==> src/rtl/vrf_read_rr_arbiter.sv <==
// Round-robin arbiter sharing one VRF read port among NUM_REQ requesters.
// The winner is captured in a one-entry registered output stage.
module vrf_read_rr_arbiter #(
    parameter int unsigned NUM_REQ  = 4,
    parameter int unsigned VS_W     = 5,
    parameter int unsigned SRC_W    = 2,
    parameter int unsigned OFF_W    = 6,
    parameter int unsigned IDX_W    = 3,
    parameter int unsigned CHOSEN_W = $clog2(NUM_REQ)
) (
    input  logic                        clock,
    input  logic                        reset,
    input  logic [NUM_REQ-1:0]          io_in_valid,
    output logic [NUM_REQ-1:0]          io_in_ready,
    input  logic [NUM_REQ*VS_W-1:0]     io_in_bits_vs,
    input  logic [NUM_REQ*SRC_W-1:0]    io_in_bits_readSource,
    input  logic [NUM_REQ*OFF_W-1:0]    io_in_bits_offset,
    input  logic [NUM_REQ*IDX_W-1:0]    io_in_bits_instructionIndex,
    input  logic                        io_out_ready,
    output logic                        io_out_valid,
    output logic [VS_W-1:0]             io_out_bits_vs,
    output logic [SRC_W-1:0]            io_out_bits_readSource,
    output logic [OFF_W-1:0]            io_out_bits_offset,
    output logic [IDX_W-1:0]            io_out_bits_instructionIndex,
    output logic [CHOSEN_W-1:0]         io_out_chosen
);

    logic                out_valid_q,  out_valid_d;
    logic [VS_W-1:0]     out_vs_q,     out_vs_d;
    logic [SRC_W-1:0]    out_src_q,    out_src_d;
    logic [OFF_W-1:0]    out_off_q,    out_off_d;
    logic [IDX_W-1:0]    out_idx_q,    out_idx_d;
    logic [CHOSEN_W-1:0] out_chosen_q, out_chosen_d;
    logic [CHOSEN_W-1:0] ptr_q,        ptr_d;

    logic [CHOSEN_W-1:0] winner;
    logic                any_valid;
    logic                load;
    logic                grant;

    assign io_out_valid                 = out_valid_q;
    assign io_out_bits_vs               = out_vs_q;
    assign io_out_bits_readSource       = out_src_q;
    assign io_out_bits_offset           = out_off_q;
    assign io_out_bits_instructionIndex = out_idx_q;
    assign io_out_chosen                = out_chosen_q;

    // Scan from ptr upward; NUM_REQ is a power of two so the index wraps by truncation.
    always_comb begin
        logic [CHOSEN_W-1:0] idx;
        winner    = ptr_q;
        any_valid = 1'b0;
        idx       = ptr_q;
        for (int unsigned k = 0; k < NUM_REQ; k++) begin
            idx = ptr_q + k[CHOSEN_W-1:0];
            if (!any_valid && io_in_valid[idx]) begin
                winner    = idx;
                any_valid = 1'b1;
            end
        end
    end

    always_comb begin
        load        = !out_valid_q || io_out_ready;
        grant       = load && any_valid && !reset;
        io_in_ready = '0;
        if (grant) begin
            io_in_ready[winner] = 1'b1;
        end
    end

    always_comb begin
        out_valid_d  = out_valid_q;
        out_vs_d     = out_vs_q;
        out_src_d    = out_src_q;
        out_off_d    = out_off_q;
        out_idx_d    = out_idx_q;
        out_chosen_d = out_chosen_q;
        ptr_d        = ptr_q;
        if (load) begin
            out_valid_d = grant;
        end
        if (grant) begin
            out_chosen_d = winner;
            ptr_d        = winner + 1'b1;
            for (int unsigned i = 0; i < NUM_REQ; i++) begin
                if (winner == i[CHOSEN_W-1:0]) begin
                    out_vs_d  = io_in_bits_vs[i*VS_W +: VS_W];
                    out_src_d = io_in_bits_readSource[i*SRC_W +: SRC_W];
                    out_off_d = io_in_bits_offset[i*OFF_W +: OFF_W];
                    out_idx_d = io_in_bits_instructionIndex[i*IDX_W +: IDX_W];
                end
            end
        end
    end

    always_ff @(posedge clock) begin
        if (reset) begin
            out_valid_q  <= 1'b0;
            out_vs_q     <= '0;
            out_src_q    <= '0;
            out_off_q    <= '0;
            out_idx_q    <= '0;
            out_chosen_q <= '0;
            ptr_q        <= '0;
        end else begin
            out_valid_q  <= out_valid_d;
            out_vs_q     <= out_vs_d;
            out_src_q    <= out_src_d;
            out_off_q    <= out_off_d;
            out_idx_q    <= out_idx_d;
            out_chosen_q <= out_chosen_d;
            ptr_q        <= ptr_d;
        end
    end

endmodule
==> config.mk <==
export PLATFORM = sky130hd
export DESIGN_NAME = vrf_read_rr_arbiter
export DESIGN_NICKNAME = d
export VERILOG_FILES = /design/src/rtl/vrf_read_rr_arbiter.sv
export SDC_FILE = /design/constraint.sdc
export NUM_CORES = 1
export LEC_CHECK = 0
export ABC_AREA = 1
export BUFFER_PORTS_ARGS = -buffer_cell sky130_fd_sc_hd__buf_2
export CORE_MARGIN = 5
export CORE_UTILIZATION = 45
export CTS_CLUSTER_SIZE = 16
export DETAILED_ROUTE_END_ITERATION = 6
export PLACE_DENSITY = 0.81
export SYNTH_ARGS = -nofsm -noshare
export SYNTH_HDL_FRONTEND = slang
export SYNTH_SLANG_ARGS = --single-unit
==> constraint.sdc <==
create_clock -name clock -period 2.8 [get_ports clock]
set_input_delay 0.28 -clock clock [delete_from_list [all_inputs] [get_ports clock]]
set_output_delay 0.28 -clock clock [all_outputs]
set_load 0.1 [all_outputs]
# == Yosys cells after proc, flatten, opt, wreduce, memory -nomap -nowiden ==
# Index checks and enable logic that the tools add are counted.
# totals
out_inout_bits,23
elab_cells,69
in_bits,71
regBits,21
# classes
n_lt_le_gt_ge,6
n_reduce_logical,15
muxes,34
n_addsub,4
eq_ne,3
# ops
operator,n
6-bit two-way mux,4
5-bit two-way mux,4
2-bit by 3-bit less-than comparator with 1-bit output (second input constant),5
2-bit two-way mux,7
3-bit two-way mux,4
1-bit two-way mux,9
1-bit binary-select mux with 2-bit select,4
1-bit logical AND,6
1-bit zero test,5
2-bit by 1-bit adder with 2-bit output (second input constant),2
2-bit adder (second input constant),2
2-bit == test (second input constant),2
4-bit two-way mux,1
4-bit nonzero test,1
1-bit demux with 2-bit select,1
2-bit by 1-bit == test with 1-bit output (second input constant),1
2-bit by 1-bit greater-or-equal comparator with 1-bit output (second input constant),1
2-bit zero test,1
2-bit AND reduction,1
1-bit logical OR,1

# == Longest topological paths before layout ==
# logic_depth
word_depth,17
mapped_depth,21
ltp_nobuf,18

# == Worst setup path after synthesis ==
# Ideal clock, no wire load.
# synth_timing
path_type,flip-flop to output port
from,reg ptr_q[0]
to,out io_in_ready[3]
path_slack_ns,-0.879
path_buffers,3
path_stages_with_launch,17
t_required_ns,2.520
t_arrival_ns,3.399
cell_sequence,dfxtp_1 buf_4 nand2_1 nand3_1 nand2_1 inv_1 nand3_1 nand2_1 nand2_1 nand3_1 nand2_1 inv_1 ha_1 clkbuf_1 clkinv_1 clkbuf_1 nor2_1
# synth_via
elab_chain_cells,17
# synth_rtl
item,line_no,source
from (decl),34,"logic [CHOSEN_W-1:0] ptr_q, ptr_d;"
from (signal assigned),113,ptr_q <= ptr_d;
branches (longest 11 deep; another with 2-bit by 1-bit adder with 2-bit output),--,
2-bit two-way mux (*),56,if (!any_valid && io_in_valid[idx]) begin
net winner[1],36,logic [CHOSEN_W-1:0] winner;
2-bit by 3-bit less-than comparator with 1-bit output (not written as such) or 2-bit by 1-bit greater-or-equal comparator with 1-bit output (tied branches),68,io_in_ready[winner] = 1'b1;
1-bit logical AND (not written as such),68,
1-bit two-way mux (not written as such),68,
1-bit demux with 2-bit select (*),68,
4-bit two-way mux (*),67,if (grant) begin
to (decl),14,"output logic [NUM_REQ-1:0] io_in_ready,"
# Mark *: on every way through the listed nets, which the timed path passes. The select of a mux whose other input is x is not followed.

# == Worst setup path in the final report ==
# layout_timing
from,reg ptr_q[0]
to,out io_in_ready[1]
# Same word-level chain as after synthesis.

==> results.json <==
{
  "status": "complete, no violations",
  "cts_root_buf": "clkbuf_8",
  "routed_via_density": 5.00,
  "worstMarginPinSlew_ns": 0.499,
  "ctsHoldBuffers": 0,
  "synth_cells": 303,
  "synthXorXnorAreaFrac_pct": 0,
  "register_area_sq_um": 428,
  "synth_adder_area_share_pct": 2.88,
  "ys_seq_elements": 21,
  "io_pins": 94,
  "cts_max_level": 1,
  "globalplace.congestion": 0.878,
  "ys_seq_area_share_pct": 24.2,
  "crit_path_top_delay_cell": "dfxtp_4",
  "max_freq_mhz": 373,
  "numCtsBuffers": 3,
  "grt_max_degree": 33,
  "core_sq_mm": 0.00369,
  "synth_top_area_share_pct": 24.2,
  "die_y_um": 72.1,
  "die_area_sq_mm": 0.00520,
  "period_minus_slack_ns": 2.68,
  "drt-wirelength-per-cell_um": 12.6,
  "clk_pin_slew_ns": 0.07,
  "clkSinkCount": 21,
  "crit_path_frequent_cell": "nand2_1",
  "synth_compound_area_share_pct": 11.4,
  "synth-simple-area-share_pct": 48.5,
  "setup_slack_ns": 0.123,
  "critPathArrivalTime_ns": 2.40,
  "slew_headroom_pct": 66.5,
  "final_common_cell": "nand2_1",
  "fin_cells": 447,
  "synth_top_family_by_area": "simple AND/OR/NAND/NOR gates",
  "mostFrequentLayoutCells": "nand2_1, buf_2, nor2_1",
  "pre_cts_slack_ns": 0.117,
  "fillers": 365,
  "cp-start-kind": "register",
  "crit_fanout": 10,
  "hold_path_class": "in -> reg",
  "path_class": "reg -> out",
  "start_util_pct": 47.1,
  "drv_slew": 0,
  "antenna_cells": 0,
  "endpoint_kind": "output port",
  "slowest_delay_ns": 0.37,
  "grt_pass1_vias": 2007,
  "synth_fp_nets": 378,
  "overflow": 0,
  "hpwl_mm": 4.25,
  "syn_avg_cell_area_sq_um": 5.74,
  "io_buffers": 93,
  "fp.dieW_um": 72.1,
  "synth_area_sq_mm": 0.00174,
  "synth_top_area_cell": "dfxtp_1",
  "drive_above_1_share_pct": 35.3,
  "drt_iter0_drc": 137,
  "drt_first_pass_iters": 4,
  "vias": 2233,
  "wirelength_mm": 5.63,
  "hold_violations": 0,
  "worstSkewPairLatency_ns": 0.26,
  "yosysUniqueCellTypes": 22,
  "skew_ns": 0.00729,
  "grt_pass1_wl_mm": 8.58,
  "grt_usage_pct": 20.1,
  "antenna_found_initial": 0,
  "multi_input_area_sq_mm": 0.00115,
  "fin_crit_sh_pct": 95.6,
  "postRouteAntennaNets": 0,
  "nets": 475,
  "synthMuxAreaShare_pct": 0,
  "clockBufferDepth": 2,
  "num_rows": 22,
  "dp.cells": 438,
  "final_util_pct": 66.0,
  "synth_area_leaders": "dfxtp_1, nand2_1, nor2_1, nand3_1, o211ai_1",
  "setup_viol_count_final": 0,
  "crit_path_cell_trace": "buf_6, nand2_1, nand2_2, nand2_1, nand2_2, nor2_4, nand4_1, nand2_1, inv_1, ha_2, inv_2, buf_4, nor2_4, buf_12",
  "syn2layout_area_growth_pct": 40.0,
  "yosys_warnings": 0,
  "drc": 0,
  "cap_violations": 0,
  "cp.required_ns": 2.52,
  "cts_tree": "yes"
}
[routing by layer]
metal / wire length [um] / vias to the layer above / global-route usage, %
li1: - / 1152 / -
met5: 0 / - / 0
met1: 2270 / 990 / 24.1
met2: 2840 / 81 / 35.4
met4: 107 / 0 / 5.85
met3: 413 / 10 / 4.85
[layout make-up]
class                           count  share of cell area (%)
Tap cell                           48                    2.47
Multi-Input combinational cell    233                    47.1
Sequential cell                    21                    17.6
Timing Repair Buffer              106                    25.4
Clock inverter                      1                   0.206
Clock buffer                        3                    1.70
Inverter                           35                    5.50
[worst paths after layout]
path	end	cells after the start	slack, ns	start
worst min-delay path	ptr_q[0]$_SDFFE_PP0P_	2	0.24	reset
worst max-delay path	io_in_ready[1]	14	0.12	ptr_q[0]$_SDFFE_PP0P_
worst min register to register	io_out_chosen[1]$_SDFFE_PP0P_	2	0.48	io_out_chosen[1]$_SDFFE_PP0P_
worst max register to register	io_out_bits_offset[4]$_SDFFE_PP0P_	15	0.19	ptr_q[0]$_SDFFE_PP0P_
[metrics by stage]
| step | TNS, ns | hold slack [ns] | instance area [sq um] |
|---|---|---|---|
| 3_3_place_gp | 0 | 0.471 | 2310 |
| 3_5_place_dp | 0 | 0.469 | 2310 |
| 2_1_floorplan | -0.136 | 0.349 | 1760 |
| 6_report | 0 | 0.238 | 2430 |
| 5_1_grt | -0.629 | 0.237 | 2430 |
| 4_1_cts | 0 | 0.240 | 2360 |
[worst max-delay path, delay by kind of cell (launching register included)]
family	cells	cell delay (ns)
buffers and inverters	5	0.76
flip-flops	1	0.37
adder cells (fa/ha/maj)	1	0.20
AND/OR/NAND/NOR	8	0.82
[synth_stat cells]
library cell / n
a21oi_1: 1
buf_1: 1
buf_2: 1
buf_4: 2
buf_6: 4
clkbuf_1: 7
clkinv_1: 2
dfxtp_1: 21
ha_1: 4
inv_1: 29
inv_2: 4
nand2_1: 96
nand2_2: 4
nand3_1: 33
nand3_4: 2
nand4_1: 3
nor2_1: 54
nor2_4: 1
o211ai_1: 16
o21a_1: 1
o21ai_0: 13
or2_2: 4
[cell families after synthesis]
kind of cell | Yosys count
AND/OR/NAND/NOR | 197
AO/OA/AOI/OAI | 31
adder cells (fa/ha/maj) | 4
buffers and inverters | 50
flip-flops | 21
[state kept, by name, summed over array words and instances (netlist names)]
signal and cells:
io_out_bits_vs 5, io_out_chosen 2, io_out_valid 1, io_out_bits_readSource 2
ptr_q 2, io_out_bits_offset 6, io_out_bits_instructionIndex 3
[timing repair]
action                     CTS  global route
cloned                       0             1
pin swaps                    0             3
setup endpoints to repair    3            20
buffers inserted             0             4
resized for setup            4            13
Power is not shown: default switching activity piles up to over one toggle a cycle in this logic, so the estimate is an artifact.
